<file path="config.mk">
export PLATFORM = sky130hd
export DESIGN_NAME = values_mem_loader
export DESIGN_NICKNAME = d
export VERILOG_FILES = /design/src/rtl/values_mem_loader.sv
export SDC_FILE = /design/constraint.sdc
export NUM_CORES = 1
export LEC_CHECK = 0
export BUFFER_PORTS_ARGS = -buffer_cell sky130_fd_sc_hd__buf_2
export CORE_UTILIZATION = 50
export DETAILED_ROUTE_END_ITERATION = 10
export PLACE_DENSITY = 0.75
export SLEW_MARGIN = 20
export SYNTH_ARGS = -nofsm -noshare
export SYNTH_HDL_FRONTEND = slang
export SYNTH_SLANG_ARGS = --single-unit
</file>
<file path="constraint.sdc">
create_clock -name clk -period 2.27 [get_ports clk]
set_input_delay 0.1135 -clock clk [delete_from_list [all_inputs] [get_ports clk]]
set_output_delay 0.1135 -clock clk [all_outputs]
set_load 0.02 [all_outputs]
</file>
<file path="src/rtl/values_mem_loader.sv">
`timescale 1ns/1ps
// values_mem_loader: packs a byte stream (MSB first) into DATA_WIDTH words
// and writes word i to bank (i mod NUM_VAL_MEMS), row (i div NUM_VAL_MEMS).
// Banks at or above CHANGE_INDEX hold one row less and are skipped on the
// last row.
// Ports:
//   clk, rst_n            clock, async active-low reset
//   start                 begin a load (honoured in IDLE/DONE)
//   s_data/s_valid/s_ready byte stream with valid/ready handshake
//   wr_en/wr_bank/wr_addr/wr_data  one-cycle write strobe and its target
//   busy, done            load in progress / load complete
module values_mem_loader #(
   parameter int NUM_VAL_MEMS = 4,
   parameter int DATA_WIDTH   = 16,
   parameter int ADDR_W       = 2,
   parameter int FILE_LENGTH  = 3,
   parameter int CHANGE_INDEX = 2,
   localparam int BANK_W = (NUM_VAL_MEMS > 1) ? $clog2(NUM_VAL_MEMS) : 1
)(
   input  logic                  clk,
   input  logic                  rst_n,
   input  logic                  start,
   input  logic [7:0]            s_data,
   input  logic                  s_valid,
   output logic                  s_ready,
   output logic                  wr_en,
   output logic [BANK_W-1:0]     wr_bank,
   output logic [ADDR_W-1:0]     wr_addr,
   output logic [DATA_WIDTH-1:0] wr_data,
   output logic                  busy,
   output logic                  done
);

   localparam int BPW   = (DATA_WIDTH + 7) / 8;
   localparam int PW    = (BPW > 1) ? (BPW - 1) * 8 : 8;
   localparam int TOTAL = (CHANGE_INDEX >= 0)
                        ? NUM_VAL_MEMS * FILE_LENGTH - (NUM_VAL_MEMS - CHANGE_INDEX)
                        : NUM_VAL_MEMS * FILE_LENGTH;
   localparam int CNT_W = $clog2(TOTAL + 1);
   localparam int BC_W  = $clog2(BPW + 1);

   localparam logic [BANK_W-1:0] LAST_FULL  = BANK_W'(NUM_VAL_MEMS - 1);
   localparam logic [BANK_W-1:0] LAST_SHORT =
      BANK_W'((CHANGE_INDEX > 0) ? CHANGE_INDEX - 1 : 0);
   localparam logic [ADDR_W-1:0] LAST_ROW   = ADDR_W'(FILE_LENGTH - 1);
   localparam logic [CNT_W-1:0]  LAST_WORD  = CNT_W'(TOTAL - 1);
   localparam logic [BC_W-1:0]   LAST_BYTE  = BC_W'(BPW - 1);

   if (CHANGE_INDEX >= NUM_VAL_MEMS) begin : g_bad_change_index
      $error("values_mem_loader: CHANGE_INDEX must be < NUM_VAL_MEMS");
   end

   typedef enum logic [1:0] {
      S_IDLE,
      S_COLLECT,
      S_WRITE,
      S_DONE
   } state_t;

   state_t                  r_state;
   logic [BC_W-1:0]         r_byte_cnt;
   logic [CNT_W-1:0]        r_word_cnt;
   logic [PW-1:0]           r_shreg;
   logic [BANK_W-1:0]       r_bank;
   logic [ADDR_W-1:0]       r_row;
   logic                    r_s_ready;
   logic                    r_wr_en;
   logic [BANK_W-1:0]       r_wr_bank;
   logic [ADDR_W-1:0]       r_wr_addr;
   logic [DATA_WIDTH-1:0]   r_wr_data;
   logic                    r_busy;
   logic                    r_done;

   logic [PW+7:0]           w_shreg_nxt;
   logic [BANK_W-1:0]       w_bank_end;
   logic                    w_accept;

   // Only the earlier bytes of the word are kept; the incoming byte is
   // appended combinationally so the full word is ready on the last accept.
   assign w_shreg_nxt = {r_shreg, s_data};
   assign w_accept    = s_valid && r_s_ready;

   // Short banks end the last row early.
   assign w_bank_end = (CHANGE_INDEX >= 0 && r_row == LAST_ROW)
                     ? LAST_SHORT : LAST_FULL;

   always_ff @(posedge clk or negedge rst_n) begin
      if (!rst_n) begin
         r_state    <= S_IDLE;
         r_byte_cnt <= '0;
         r_word_cnt <= '0;
         r_shreg    <= '0;
         r_bank     <= '0;
         r_row      <= '0;
         r_s_ready  <= 1'b0;
         r_wr_en    <= 1'b0;
         r_wr_bank  <= '0;
         r_wr_addr  <= '0;
         r_wr_data  <= '0;
         r_busy     <= 1'b0;
         r_done     <= 1'b0;
      end else begin
         unique case (r_state)
            S_IDLE, S_DONE: begin
               if (start) begin
                  r_state    <= S_COLLECT;
                  r_byte_cnt <= '0;
                  r_word_cnt <= '0;
                  r_shreg    <= '0;
                  r_bank     <= '0;
                  r_row      <= '0;
                  r_s_ready  <= 1'b1;
                  r_busy     <= 1'b1;
                  r_done     <= 1'b0;
               end
            end
            S_COLLECT: begin
               if (w_accept) begin
                  r_shreg <= w_shreg_nxt[PW-1:0];
                  if (r_byte_cnt == LAST_BYTE) begin
                     r_byte_cnt <= '0;
                     r_state    <= S_WRITE;
                     r_s_ready  <= 1'b0;
                     r_wr_en    <= 1'b1;
                     r_wr_bank  <= r_bank;
                     r_wr_addr  <= r_row;
                     r_wr_data  <= w_shreg_nxt[DATA_WIDTH-1:0];
                  end else begin
                     r_byte_cnt <= r_byte_cnt + 1'b1;
                  end
               end
            end
            S_WRITE: begin
               r_wr_en    <= 1'b0;
               r_word_cnt <= r_word_cnt + 1'b1;
               if (r_bank == w_bank_end) begin
                  r_bank <= '0;
                  r_row  <= r_row + 1'b1;
               end else begin
                  r_bank <= r_bank + 1'b1;
               end
               if (r_word_cnt == LAST_WORD) begin
                  r_state <= S_DONE;
                  r_busy  <= 1'b0;
                  r_done  <= 1'b1;
               end else begin
                  r_state   <= S_COLLECT;
                  r_s_ready <= 1'b1;
               end
            end
            default: r_state <= S_IDLE;
         endcase
      end
   end

   assign s_ready = r_s_ready;
   assign wr_en   = r_wr_en;
   assign wr_bank = r_wr_bank;
   assign wr_addr = r_wr_addr;
   assign wr_data = r_wr_data;
   assign busy    = r_busy;
   assign done    = r_done;

endmodule
</file>
==> impl_metrics.tcl, run 1 <==
set metrics [dict create \
    status "complete, no violations" \
    grt_usage_pct 19.4 \
    dp_hpwl_um 2730 \
    start_util_pct 53.9 \
    ctsResizeCount 0 \
    cts_sinks 44 \
    hold_viol 0 \
    crit_path_end_kind "flip-flop" \
    setup_ws_ns 0.242 \
    gp_congestion 0.795 \
    htree_levels 2 \
    clk_pin_slew_ns 0.08 \
    n_antenna_cell 0 \
    dieArea_sq_um 4320 \
    whs_ns 0.0347 \
    timing.rr.start "r_state[0]" \
    cp_data_arrival_time_ns 2.21 \
    worstHoldPathType "in -> reg" \
    cap_violations 0 \
    cp_data_required_time_ns 2.45 \
    grt_pass1_wl_um 6230 \
    num_vias 1406 \
    clk_path_buf_depth 2 \
    pwr_density_cell_nw_per_um2 1270 \
    worstHoldStart "s_data[0]" \
    num-fill-cells 306 \
    setup-violations-final 0 \
    fin_crit_sh_pct 89.3 \
    clk_latency_ns 0.30 \
    wire_per_inst_um 14.7 \
    drive_gt1_share_pct 31.7 \
    cts_hold_buf 1 \
    routed_wl_um 3710 \
    synth.largest_area_cell "dfrtp_1" \
    core_area_sq_um 3770 \
    path_max_fanout 13 \
    drt_iter0_markers 71 \
    viasPerCell 5.56 \
    antenna_left 0 \
    slew_headroom_pct 36.3 \
    dp.cells 245 \
    syn_area_sq_um 2030 \
    die_y_um 65.8 \
    dp_slack_ns 0.273 \
    synth_area_leaders "dfrtp_1, mux2_4, a22o_1" \
    crit_chain "inv_1 -> ha_1 -> nor2b_1 -> a21oi_1 -> o21ai_2 -> mux2_1" \
    finalClockSkew_ns 0.00675 \
    setup_tns_ns 0 \
    drt_first_pass_iters 4 \
    fin_area_sq_um 2340 \
    fmax_mhz 493 \
    row_count 22 \
    fp.dieW_um 65.8 \
    drc 0 \
    worstSetupPathType "reg -> reg" \
    syn_avg_cell_area_sq_um 12.2 \
    cts_setup_buffers 0 \
    fin_crit_ns 2.03 \
    syn_inst 166 \
    cts_tree "yes" \
    worstSetupStartpoint "r_state[0]" \
    root_buffer "clkbuf_8" \
    synth-seq-cells 44 \
    synth_top_area_share_pct 54.2 \
    cp_num_buf_inv 1 \
    layout.cells.non_filler 253 \
    ir_worst_vdd_uv 636 \
    syn_to_final_growth_pct 15.2 \
    crit_path_start_kind "flip-flop" \
    cp_slowest_stage_delay_ns 0.52 \
    cts_made_buffers 5 \
    leakage_nw 1.19 \
    antenna_found_initial 0 \
    placed_area_sq_um 2250 \
    ys_types 37 \
    layout.nets 223 \
    rsz0062_at_grt "no" \
    synth_seq_area_share_pct 54.2 \
    finalMaxSlewViolations 0 \
    crit_family "adder cells" \
    grt_max_degree 45 \
    ys_warn_count 0 \
    cp_slowest_cell "ha_1" \
    port_buffers 35 \
    boundaryPins 36 \
    grt_pass1_vias 1404 \
    worst_slew_pin_slew_ns 0.956 \
    grt_overflow 0 \
    synthesis.nets 184 \
]
[metrics by stage]
stage          utilization [%]  power, mW
2_1_floorplan                -       2.14
3_3_place_gp              59.7       2.46
3_5_place_dp              59.7       2.52
4_1_cts                   62.1       3.00
5_1_grt                   62.1       3.17
6_report                  62.1       2.97
[where the power goes]
group          total [mW]  internal, mW  switching (mW)
Clock               0.471         0.208           0.262
Combinational        1.31         0.582           0.732
Sequential           1.19          1.02           0.166
[path summary, 6_finish.rpt]
kind                                  to  slack, ns  cells after the start
max in group asynchronous      r_bank[0]       1.18                      2
min in group asynchronous       r_row[0]       0.51                      2
hold / removal                wr_data[0]       0.03                      2
setup reg to reg           r_byte_cnt[0]       0.24                      6
hold reg to reg               wr_addr[0]       0.49                      2
setup / recovery           r_byte_cnt[0]       0.24                      6
[layout by cell type, fill, tap and decap left out, types with 4 or more instances in the layout]
| cell | count |
|---|---|
| buf_4 | 4 |
| mux2_4 | 16 |
| nand2b_1 | 4 |
| ha_1 | 6 |
| nand2_1 | 11 |
| nand3_1 | 5 |
| clkbuf_8 | 5 |
| inv_1 | 8 |
| o21ai_0 | 4 |
| nor2_1 | 11 |
| a22o_1 | 10 |
| dfrtp_1 | 44 |
| buf_2 | 35 |
[final cells by class]
cell class / count / area [sq um] / area share, %
clock buffer: 5 / 68.8 / 2.94
clock inverter: 2 / 12.5 / 0.534
inverter: 8 / 30.0 / 1.28
multi-input combinational: 106 / 853 / 36.5
sequential: 44 / 1100 / 47.0
tap: 48 / 60.1 / 2.57
timing repair buffer: 40 / 215 / 9.19
[metal layers]
metal / track usage (%) / up-vias / routed length [um]
li1: - / 663 / -
met1: 23.4 / 702 / 1640
met2: 32.1 / 33 / 1840
met3: 5.90 / 8 / 163
met4: 7.34 / 0 / 59
met5: 0 / - / 0
[cell usage after synthesis (all sizes together)]
cell type / number
dfrtp: 44
mux2: 19
nand2: 12
nor2: 11
a22o: 10
inv: 8
o21ai: 8
ha: 6
buf: 5
nand3: 5
nand2b: 4
a21oi: 3
a221oi: 3
clkbuf: 3
mux2i: 3
nor2b: 3
or3: 3
nor3: 2
o221ai: 2
xnor2: 2
a31oi: 1
and3: 1
nand3b: 1
o211ai: 1
o21a: 1
o21bai: 1
o22ai: 1
o41ai: 1
or4: 1
xor2: 1
[flip-flops by register name, summed over array words and instances (netlist names), 2 cells and up]
name	cells
r_bank	2
r_byte_cnt	2
r_row	2
r_shreg	8
r_state	2
r_word_cnt	4
wr_addr	2
wr_bank	2
wr_data	16
[cells by family after synthesis]
family	synth area share (%)
xor gates and xnor gates	1.29
and+or+nand+nor	10.2
muxes	15.0
buffers and inverters	3.82
AOI/OAI and AO/OA	11.8
DFF	54.2
adders and majority gates	3.69
No activity file was read; power rests on OpenSTA's default activity.
==> inputs of run 2 (changes only) <==
--- a/config.mk
+++ b/config.mk
@@ -5,10 +5,11 @@
 export SDC_FILE = /design/constraint.sdc
 export NUM_CORES = 1
 export LEC_CHECK = 0
+export ABC_AREA = 1
 export BUFFER_PORTS_ARGS = -buffer_cell sky130_fd_sc_hd__buf_2
-export CORE_UTILIZATION = 50
+export CORE_UTILIZATION = 54
 export DETAILED_ROUTE_END_ITERATION = 10
-export PLACE_DENSITY = 0.75
+export PLACE_DENSITY = 0.8
 export SLEW_MARGIN = 20
 export SYNTH_ARGS = -nofsm -noshare
 export SYNTH_HDL_FRONTEND = slang
==> run 2 against run 1 <==
Against the previous run:
- register-to-register slack improved by 0.26 ns
- power fell by 2.1%
- count of clock-buffer cells in the layout up 1
- global-route usage increased by 3.7 points
- via count up 14%
- first-iteration DRC count up 46%
- critical endpoint is now r_row[0]
- largest cell class unchanged
==> impl_metrics.tcl, run 2 <==
set metrics [dict create \
    cp_data_required_time_ns 2.52 \
    cp_num_buf_inv 2 \
    status "complete, no violations" \
    setup_ws_ns 0.505 \
    drt_first_pass_iters 4 \
    dp_slack_ns 0.543 \
    core_area_sq_um 3420 \
    holdPathEnd "done" \
    crit_family "simple AND/OR/NAND/NOR gates" \
    drc 0 \
    fin_crit_sh_pct 77.7 \
    row_count 21 \
    timing.rr.start "r_state[0]" \
    syn_avg_cell_area_sq_um 8.59 \
    synthesis.nets 246 \
    grt_overflow 0 \
    dieArea_sq_um 3870 \
    fin_crit_ns 1.76 \
    clk_latency_ns 0.36 \
    postSynth.asyncResetShare_pct 100 \
    finalMaxSlewViolations 0 \
    worstSetupPathType "reg -> reg" \
    path_max_fanout 11 \
    reg2reg_slack_ns 0.51 \
    grt_usage_pct 23.1 \
    syn_inst 228 \
    cts_sinks 44 \
    pwr_density_cell_nw_per_um2 1230 \
    syn_area_sq_um 1960 \
    cts_setup_buffers 0 \
    synth_edf_count 0 \
    cts_hold_buf 9 \
    ys_types 22 \
    worst_slew_pin_slew_ns 0.930 \
    routed_wl_um 3960 \
    finalClockSkew_ns 0.0142 \
    synth-seq-cells 44 \
    grt_pass1_vias 1565 \
    boundaryPins 36 \
    grt_max_degree 45 \
    synth_top_area_share_pct 56.2 \
    die_y_um 62.2 \
    synth_area_leaders "dfrtp_1, nand2_1, inv_1" \
    antenna_found_initial 0 \
    cap_violations 0 \
    cts_tree "yes" \
    cp_slowest_cell "dfrtp_1" \
    drive_gt1_share_pct 19.1 \
    leakage_nw 1.32 \
    cts_made_buffers 5 \
    worstHoldPathType "in -> reg" \
    setup-violations-final 0 \
    layout_common_cells "nand2_1, dfrtp_1, inv_1" \
    clk_pin_slew_ns 0.13 \
    port_buffers 35 \
    hold_depth 5 \
    crit_chain "inv_1 -> ha_1 -> inv_2 -> nand2_1 -> nand2_2 -> nand2_1 -> nand2_4 -> nand2_2 -> nand2_1 -> nand2_1" \
    dp_hpwl_um 2510 \
    synth-main-ff-cell "dfrtp_1" \
    r2r_end "r_row[0]" \
    clk_path_buf_depth 2 \
    synth.largest_area_cell "dfrtp_1" \
    synth.top_cells.by_count "nand2_1, dfrtp_1, inv_1" \
    cp_slowest_stage_delay_ns 0.39 \
    htree_levels 2 \
    cp_data_arrival_time_ns 2.02 \
    final_common_cell "nand2_1" \
    root_buffer "clkbuf_4" \
    layout.nets 294 \
    fp.dieW_um 62.2 \
    slew_headroom_pct 38.0 \
    start_util_pct 57.4 \
    crit_path_start_kind "flip-flop" \
    yosysMostFrequentCell "nand2_1" \
    viasPerCell 4.95 \
    antenna_left 0 \
    rsz0062_at_grt "no" \
    fmax_mhz 567 \
    crit_top_cell "nand2_1" \
    ir_worst_vdd_uv 679 \
    grt_pass1_wl_um 6900 \
    setup_tns_ns 0 \
    reg2regPathDepth 10 \
    num_vias 1600 \
    wire_per_inst_um 12.3 \
    ctsResizeCount 0 \
    ys_warn_count 0 \
    syn_to_final_growth_pct 20.2 \
    drt_iter0_markers 104 \
    synth_seq_area_share_pct 56.2 \
    n_antenna_cell 0 \
    gp_congestion 0.851 \
    largest_reg_flops 16 \
    crit_path_end_kind "flip-flop" \
    worstHoldStart "start" \
    hold_viol 0 \
]
==> run 2: changes by cell type after synthesis, sizes merged, moves of 3 or more <==
| cell | before | now |
|---|---|---|
| a221oi | 3 | 0 |
| or3 | 3 | 0 |
| a21oi | 3 | 6 |
| a22o | 10 | 0 |
| nor2b | 3 | 0 |
| inv | 8 | 37 |
| nand2 | 12 | 79 |
| nand3 | 5 | 11 |
| mux2 | 19 | 0 |
| o21ai | 8 | 24 |
| nand2b | 4 | 0 |
| mux2i | 3 | 0 |
==> run 2: kinds of logic (layout without fill, tap and decap cells) <==
| family | Yosys count | in the layout | share of synthesized area, % |
|---|---|---|---|
| buffers and inverters | 42 | 91 | 8.68 |
| flip-flops | 44 | 44 | 56.2 |
| AO/OA/AOI/OAI | 33 | 33 | 8.94 |
| AND/OR/NAND/NOR | 103 | 103 | 22.3 |
| adder cells (fa/ha/maj) | 6 | 6 | 3.83 |
==> run 2: worst max-delay path by stage <==
stage / slack, ns / end / startpoint / cells past startpoint
after detailed placement: 0.54 / r_row[0] / r_state[0] / 10
after global placement: 0.61 / r_row[1] / r_state[0] / 10
final: 0.51 / r_row[0] / r_state[0] / 10
after global routing: 0.34 / r_row[1] / r_state[0] / 10
after CTS: 0.50 / r_row[0] / r_state[0] / 10
after floorplan: 0.84 / s_ready / r_state[0] / 8
==> run 2: cell type report <==
class                      count  area [sq um]
clock buffer                   6          51.3
multi-input combinational    142           688
timing repair buffer          46           280
inverter                      37           139
tap                           46          57.6
clock inverter                 2          38.8
fill                         292          1060
sequential                    44          1100
==> run 2: worst min-delay path, stage by stage <==
cell and delay, ns:
buf_2 0.09, inv_1 0.03, nand2_1 0.09, nand2_1 0.07, nand2_1 0.06
==> run 2: power breakdown <==
part	switching, mW	leakage [nW]	internal, mW	total (mW)
clock network	0.253	0.0484	0.264	0.517
registers	0.152	0.578	1.04	1.19
logic	0.809	0.689	0.390	1.20
==> run 2: layer usage <==
metal  global-route usage (%)  wire length (um)  up-vias
met5                        0                 0        -
met4                     10.5                92        0
met3                     4.23               136       10
met2                     40.2              2000       40
met1                     27.7              1730      749
li1                         -                 -      801
==> run 2: metrics by stage <==
stage / utilization, % / total power, mW / cells / instance area [sq um] / hold slack (ns)
after floorplan: - / 2.05 / 228 / 1960 / -0.182
after global placement: 63.7 / 2.34 / 306 / 2180 / 0.313
after detailed placement: 63.7 / 2.37 / 306 / 2180 / 0.310
after CTS: 69.0 / 2.91 / 323 / 2360 / 0.123
after global routing: 69.0 / 3.14 / 323 / 2360 / 0.177
final: 69.0 / 2.91 / 323 / 2360 / 0.144
